--- src/rtl/demux_1xn_reg.sv ---
// Registered 1-to-N demultiplexer with a per-channel valid/ready output slot.
// The word is steered either by Sel (direct) or by an internal round-robin
// pointer that advances once per accepted word.

// One output slot: holds a word until its consumer takes it.
module demux_1xn_lane #(
  parameter int WIDTH = 8
) (
  input  logic             Clk,
  input  logic             Reset,
  input  logic             acc_i,
  input  logic [WIDTH-1:0] data_i,
  input  logic             ready_i,
  output logic             valid_o,
  output logic [WIDTH-1:0] out_o
);

  logic             valid_q, valid_d;
  logic [WIDTH-1:0] out_q, out_d;

  // Load wins over drain so a simultaneous replace leaves no bubble.
  always_comb begin
    valid_d = valid_q;
    out_d   = out_q;
    if (acc_i) begin
      valid_d = 1'b1;
      out_d   = data_i;
    end else if (valid_q && ready_i) begin
      valid_d = 1'b0;
    end
  end

  // Slot registers; the word is held after draining, cleared only by reset.
  always_ff @(posedge Clk) begin
    if (Reset) begin
      valid_q <= 1'b0;
      out_q   <= '0;
    end else begin
      valid_q <= valid_d;
      out_q   <= out_d;
    end
  end

  assign valid_o = valid_q;
  assign out_o   = out_q;

endmodule

module demux_1xn_reg #(
  parameter int WIDTH = 8,
  parameter int N_OUT = 4,
  parameter int SEL_W = 2
) (
  input  logic                   Clk,
  input  logic                   Reset,
  input  logic                   Mode,
  input  logic [SEL_W-1:0]       Sel,
  input  logic                   E,
  input  logic [WIDTH-1:0]       Data,
  output logic                   In_Ready,
  input  logic [N_OUT-1:0]       Ready,
  output logic [N_OUT-1:0]       Valid,
  output logic [N_OUT*WIDTH-1:0] Out,
  output logic [SEL_W-1:0]       Ptr
);

  logic [SEL_W-1:0]            ptr_q, ptr_d;
  logic [SEL_W-1:0]            tgt;
  logic                        accept;
  logic [N_OUT-1:0]            acc_vec;
  logic [N_OUT-1:0][WIDTH-1:0] out_w;

  // Target channel, input readiness and per-lane accept strobe.
  always_comb begin
    tgt      = Mode ? ptr_q : Sel;
    In_Ready = !Valid[tgt] || Ready[tgt];
    accept   = E && In_Ready;
    acc_vec  = '0;
    acc_vec[tgt] = accept;
    // Power-of-two N_OUT makes the natural SEL_W overflow the wrap.
    ptr_d    = (accept && Mode) ? ptr_q + 1'b1 : ptr_q;
  end

  // Round-robin pointer; held in direct mode and across mode switches.
  always_ff @(posedge Clk) begin
    if (Reset) ptr_q <= '0;
    else       ptr_q <= ptr_d;
  end

  assign Ptr = ptr_q;

  for (genvar k = 0; k < N_OUT; k++) begin : g_lane
    demux_1xn_lane #(.WIDTH(WIDTH)) u_lane (
      .Clk     (Clk),
      .Reset   (Reset),
      .acc_i   (acc_vec[k]),
      .data_i  (Data),
      .ready_i (Ready[k]),
      .valid_o (Valid[k]),
      .out_o   (out_w[k])
    );
    assign Out[k*WIDTH +: WIDTH] = out_w[k];
  end

endmodule

--- config.mk ---
export PLATFORM = sky130hd
export DESIGN_NAME = demux_1xn_reg
export DESIGN_NICKNAME = d
export VERILOG_FILES = /design/src/rtl/demux_1xn_reg.sv
export SDC_FILE = /design/constraint.sdc
export NUM_CORES = 1
export LEC_CHECK = 0
export CORE_UTILIZATION = 42
export CTS_CLUSTER_SIZE = 16
export DETAILED_ROUTE_END_ITERATION = 16
export PLACE_DENSITY = 0.9
export SYNTH_ARGS = -nofsm -noshare
export SYNTH_HDL_FRONTEND = slang
export SYNTH_SLANG_ARGS = --single-unit
--- constraint.sdc ---
create_clock -name Clk -period 2.2 [get_ports Clk]
set_clock_uncertainty 0.05 [all_clocks]
set_input_delay 0.66 -clock Clk [delete_from_list [all_inputs] [get_ports Clk]]
set_output_delay 0.66 -clock Clk [all_outputs]
set_load 0.005 [all_outputs]
==> results of run 1 <==
## worst max path at each step
stage	start	to
finish	Mode	In_Ready
global route	Mode	In_Ready
CTS	Mode	In_Ready
detailed placement	Mode	In_Ready
global placement	Mode	In_Ready
floorplan	Mode	In_Ready
## what timing repair did
action,in CTS,in global routing
endpoints found under the setup margin,2,1
gates resized for setup,26,1
buffers inserted,3,2
cloned,0,0
## cells in the final DEF, fill, tap and decap left out
| master | instances |
|---|---|
| buf_4 | 20 |
| mux2i_2 | 1 |
| a21oi_1 | 6 |
| nand2b_4 | 4 |
| mux2_4 | 1 |
| buf_2 | 2 |
| clkinv_2 | 2 |
| nand4_1 | 2 |
| o31ai_1 | 1 |
| dfxtp_1 | 38 |
| inv_1 | 1 |
| nor2_1 | 32 |
| mux2i_1 | 35 |
| or4_1 | 1 |
| clkdlybuf4s50_1 | 48 |
| dlygate4sd2_1 | 5 |
| o21ai_0 | 1 |
| mux2i_4 | 1 |
| clkbuf_4 | 5 |
| nand4b_1 | 2 |
| bufinv_16 | 1 |
| buf_12 | 1 |
| nand2_1 | 1 |
| buf_8 | 1 |
| or3_1 | 1 |
## sequential cells by signal, summed over array words and instances, names as in the netlist
signal / count
g_lane.u_lane.out_o: 32
g_lane.u_lane.valid_o: 4
Ptr: 2
## cell type report
| class | count | area, sq um |
|---|---|---|
| fillers | 236 | 870 |
| flip-flops and latches | 38 | 761 |
| repair buffers | 77 | 719 |
| multi-input cells | 89 | 667 |
| well taps | 44 | 55.1 |
| clock inverters | 3 | 40.0 |
| clock buffers | 5 | 37.5 |
| inverters | 1 | 3.75 |
## cell usage after synthesis (2+ instances only)
master and n:
a21oi_1 6, nand4_1 2, nand2b_1 4, nor2_1 32, dfxtp_1 38, nand4b_1 2, mux2i_1 36, clkbuf_1 4
buf_4 4, buf_2 4
## critical path: stages
cell and delay, ns:
buf_8 0.08, mux2i_4 0.26, mux2i_2 0.25, mux2i_1 0.10, buf_2 0.13
## cells by family after synthesis
family                 Yosys count  synth area share, %
AO/OA/AOI/OAI                    8                 2.93
multiplexers                    38                 26.6
buffers and inverters           13                 4.75
AND/OR/NAND/NOR                 43                 13.3
flip-flops                      38                 52.5
## where the power goes
group / switching (mW) / leakage (nW) / internal, mW
Sequential: 0.0189 / 0.309 / 0.716
Combinational: 0.0903 / 0.742 / 0.138
Clock: 0.224 / 0.0450 / 0.235
## metal layers
| metal | up-vias | share of wire, % |
|---|---|---|
| met5 | - | 0 |
| met1 | 604 | 40 |
| met4 | 0 | 0.99 |
| met2 | 52 | 52 |
| met3 | 5 | 7.0 |
| li1 | 619 | - |
## through the flow
stage               utilization [%]   TNS, ns  std cells  worst slack (ns)
finish                         72.4  -0.00576        257          -0.00576
global route                   72.4   -0.0651        257           -0.0651
CTS                            71.8         0        255           0.00493
detailed placement             67.7     -9.83        244            -0.880
global placement               67.7     -7.84        244            -0.825
floorplan                         -         0        140            0.0963
==> metrics.txt, run 1 <==
Post-synth top flop dfxtp_1; failing checks negative setup slack; hold depth 2; Hold Buf Count CTS 0; share of the synthesized area in the top cell type between 50 and 60%; min cycle time layout between 2 and 2.5 ns; RSZ-0062 raised after global routing true; First DRT Iteration DRCs 59; Final Worst Setup Slack -0.00576 ns; Crit Path Class primary input to primary output; Cell Area, Synth between 1000 and 1500 sq um; area delta synth->final 57.5%; final worst path period share 100%; Yosys Warn Count 0; Antenna diodes 0; Clock Tree Root clkbuf_4; Core ar. approximately 3200 sq um; Initial Utilization a little under half; vias per inst around 5; Critical Path Source Type primary input; status finished, violations left; Slew headroom 74.8%; drt first pass iters 4; Final Hold Slack ~0.45 ns; GRT met3 Usage under 10%; Cell Area, Placed 2130 sq um; R2R Path Start Ptr[1]$_SDFFE_PP0P_; Synth Net Count ~160; cells on worst reg2reg path 7; Detail Placement HPWL between 2000 and 3000 um; Die Area roughly 3700 sq um; CTS H-Tree Depth 2; sequential share of the synthesized area a little over half; IO buf count 56; Synth area leader dfxtp_1; Worst-Skew Late Latency around 0.34 ns; Worst Max-Slew Pin Slew around 0.38 ns; critical path fanouts, max 3; CTS buffer count 5; crit path capture type primary output; reg-to-reg endpoint Ptr[1]$_SDFFE_PP0P_; Rows 20; synth unique cells 18; top cells by area, synth dfxtp_1 52%, mux2i_1 25%, nor2_1 8.3%; Post-route DRC 0; Worst EP required ~1.5 ns; Leak ~1.1 nW; Final Setup Violations 1; critical path data arrival time roughly 1.5 ns; GP Congestion slightly above 0.8; Async SR Flop Fraction 0%; grt met1 use around a quarter; Total Routing Usage GR a little under a quarter; Die Width just over 60 um; Final Cell Area 2280 sq um; routing usage on met2 between 40% and 50%; synthesis-stage register bit count 38; total gr overflow 0; Final Hold Violating Endpoints 0; Hold WC Path Type flop to flop; nets@finish 230; most used routing layer met2; clock slew at reported path FFs between 0.1 and 0.15 ns; reg2reg setup slack roughly 0.38 ns; largest net degree at the start of global routing 39; syn avg cell area roughly 10 sq um; final wirelength around 3800 um; PD cells between 600 and 700 nW/um^2; first-pass GRT wire length about 5900 um; vias in the first global route between 1000 and 1500; Peak VDD IR just over 0.4 mV; Peak Freq about 450 MHz; share of layout cells above drive strength 1 a little under a fifth; # Max-Cap Violations 0; Vias 1280; initial antenna violation count 0; Worst Hold End g_lane[0].u_lane.out_o[6]$_SDFFE_PP0P_; CTS tree built; Max Root-Sink Buffers 2; clk sink count 38; Max Slew Vio Count 0; Post-synth EDFFs 0; Power, Total ~1.4 mW; Post-DRT Antenna Nets 0; Synth Instances 140; Die H between 60 and 70 um; hold_sp g_lane[0].u_lane.out_o[6]$_SDFFE_PP0P_; DR WL/cell ~15 um; num ports between 50 and 60
Power figures use the tool's default switching activity.
==> run 2: changes to the inputs <==
Settings changed: TNS_END_PERCENT from default to 1.
==> results of run 2 <==
Same layout as run 1: the final DEF is identical, and so are final timing and power.
==> run 3: changes to the inputs <==
Settings changed: CORE_UTILIZATION 42 to 45, DONT_BUFFER_PORTS from default to 1, PLACE_DENSITY 0.9 to 0.72.
==> metrics.txt, run 3 (synthesis results as in run 1) <==
status finished, final reports clean; Hold Buf Count CTS 0; Critical Path, Cell by Cell mux2i_4 -> mux2i_1 -> mux2i_1; final worst path period share 93.7%; area delta synth->final 8.11%; most frequent cells in the layout 38 x dfxtp_1, 36 x mux2i_1, 32 x nor2_1; RSZ-0062 raised after global routing false; Critical Path Max Stage Delay approximately 0.38 ns; Post-route DRC 0; clock slew at reported path FFs between 0.1 and 0.15 ns; CTS buffer count 5; Hold WC Path Type primary input to flop; GP Congestion about 0.63; Leak about 0.78 nW; Max Root-Sink Buffers 2; post-CTS setup buffer count 0; initial antenna violation count 0; commonest non-fill, non-tap cell in the layout dfxtp_1; Worst-Skew Late Latency 0.33 ns; first-pass GRT wire length about 4400 um; vias per inst 5.34; post_cts resized 0; largest net degree at the start of global routing 39; Worst Max-Slew Pin Slew 0.250 ns; Core ar. between 3000 and 4000 sq um; # Max-Cap Violations 0; Initial Utilization around 48%; setup tns final 0 ns; cells on worst reg2reg path 5; Slew headroom between 80% and 90%; final wirelength between 2000 and 3000 um; Final Hold Violating Endpoints 0; final std cells w/o fill approximately 180; total gr overflow 0; reg2reg setup slack roughly 0.57 ns; Detail Placement HPWL 2060 um; Die Width roughly 59 um; Peak Freq between 400 and 500 MHz; num ports 57; hold depth 1; First DRT Iteration DRCs 56; R2R Path Start Ptr[1]$_SDFFE_PP0P_; Power, Total between 1 and 1.5 mW; Total Routing Usage GR approximately 18%; Post-DRT Antenna Nets 0; critical path fanouts, max 6; vias in the first global route just under 1000; DR WL/cell about 16 um; Clock Tree Root clkbuf_4; hold_sp Reset; crit path capture type primary output; most used cell, CP mux2i_1; Vias roughly 1000; CTS H-Tree Depth 2; Inst Count DP 177; pre-CTS WS roughly 0.066 ns; Max Slew Vio Count 0; min cycle time layout 2.06 ns; Peak VDD IR ~0.44 mV; Final Setup Violations 0; Worst EP required 1.49 ns; critical path data arrival time between 1 and 1.5 ns; reg-to-reg endpoint Ptr[1]$_SDFFE_PP0P_; Die Area 3450 sq um; Critical Path Source Type flop; Crit Path Class flop to primary output; IO buf count 0; CTS tree built; Antenna diodes 0; nets@finish 158; drt first pass iters 4; Worst Hold End g_lane[2].u_lane.valid_o$_SDFFE_PP0P_; Final Worst Setup Slack 0.139 ns; Die H roughly 60 um; PD cells 835 nW/um^2; max reg flops 32; share of layout cells above drive strength 1 around a tenth; Rows 20; slowest CP cell dfxtp_1; clk sink count 38
-- run 3: changes by cell type in the layout (fill, tap and decap cells not counted), moves of 2 or more --
cell,previous run,this run
clkdlybuf4s50_1,48,0
buf_4,20,5
dlygate4sd2_1,5,0
nand2b_1,0,4
nand2b_4,4,0
buf_2,2,0
clkinv_2,2,0
-- run 3: worst max-delay path, delay by kind of cell, from the launching register on --
kind	cells	cell delay, ns
mux	3	0.65
flops	1	0.38
-- run 3: cell type report --
class / count / area (sq um)
Multi-Input combinational cell: 89 / 629
Clock buffer: 6 / 51.3
Sequential cell: 38 / 761
Clock inverter: 1 / 30.0
Timing Repair Buffer: 5 / 37.5
Tap cell: 44 / 55.1
Fill cell: 298 / 1490
Inverter: 1 / 3.75
-- run 3: where the power goes --
| part | total, mW | switching (mW) | internal, mW | leakage, nW |
|---|---|---|---|---|
| sequential | 0.738 | 0.0224 | 0.716 | 0.309 |
| clock | 0.479 | 0.214 | 0.265 | 0.0443 |
| combinational | 0.0922 | 0.0438 | 0.0483 | 0.429 |
-- run 3: worst max-delay path by stage --
stage,start,endpoint,slack (ns),cells after the start
global route,Ptr[1]$_SDFFE_PP0P_,In_Ready,0.01,3
global placement,Mode,In_Ready,0.13,3
floorplan,Mode,In_Ready,0.1,3
CTS,Ptr[1]$_SDFFE_PP0P_,In_Ready,0.03,3
finish,Ptr[1]$_SDFFE_PP0P_,In_Ready,0.14,3
detailed placement,Mode,In_Ready,0.07,3
-- run 3: metal layers --
layer | track usage (%) | vias up | share of wire [%]
li1 | - | 468 | -
met1 | 19.1 | 470 | 40
met2 | 27.9 | 40 | 49
met3 | 9.89 | 5 | 9.9
met4 | 8.16 | 0 | 1.4
met5 | 0 | - | 0
-- run 3: through the flow --
step	utilization [%]	cell area, sq um	hold slack [ns]
after floorplan	-	1450	0.438
after global placement	48.4	1480	0.454
after detailed placement	48.4	1480	0.464
after CTS	51.1	1560	0.315
after global routing	51.4	1570	0.300
final	51.4	1570	0.330
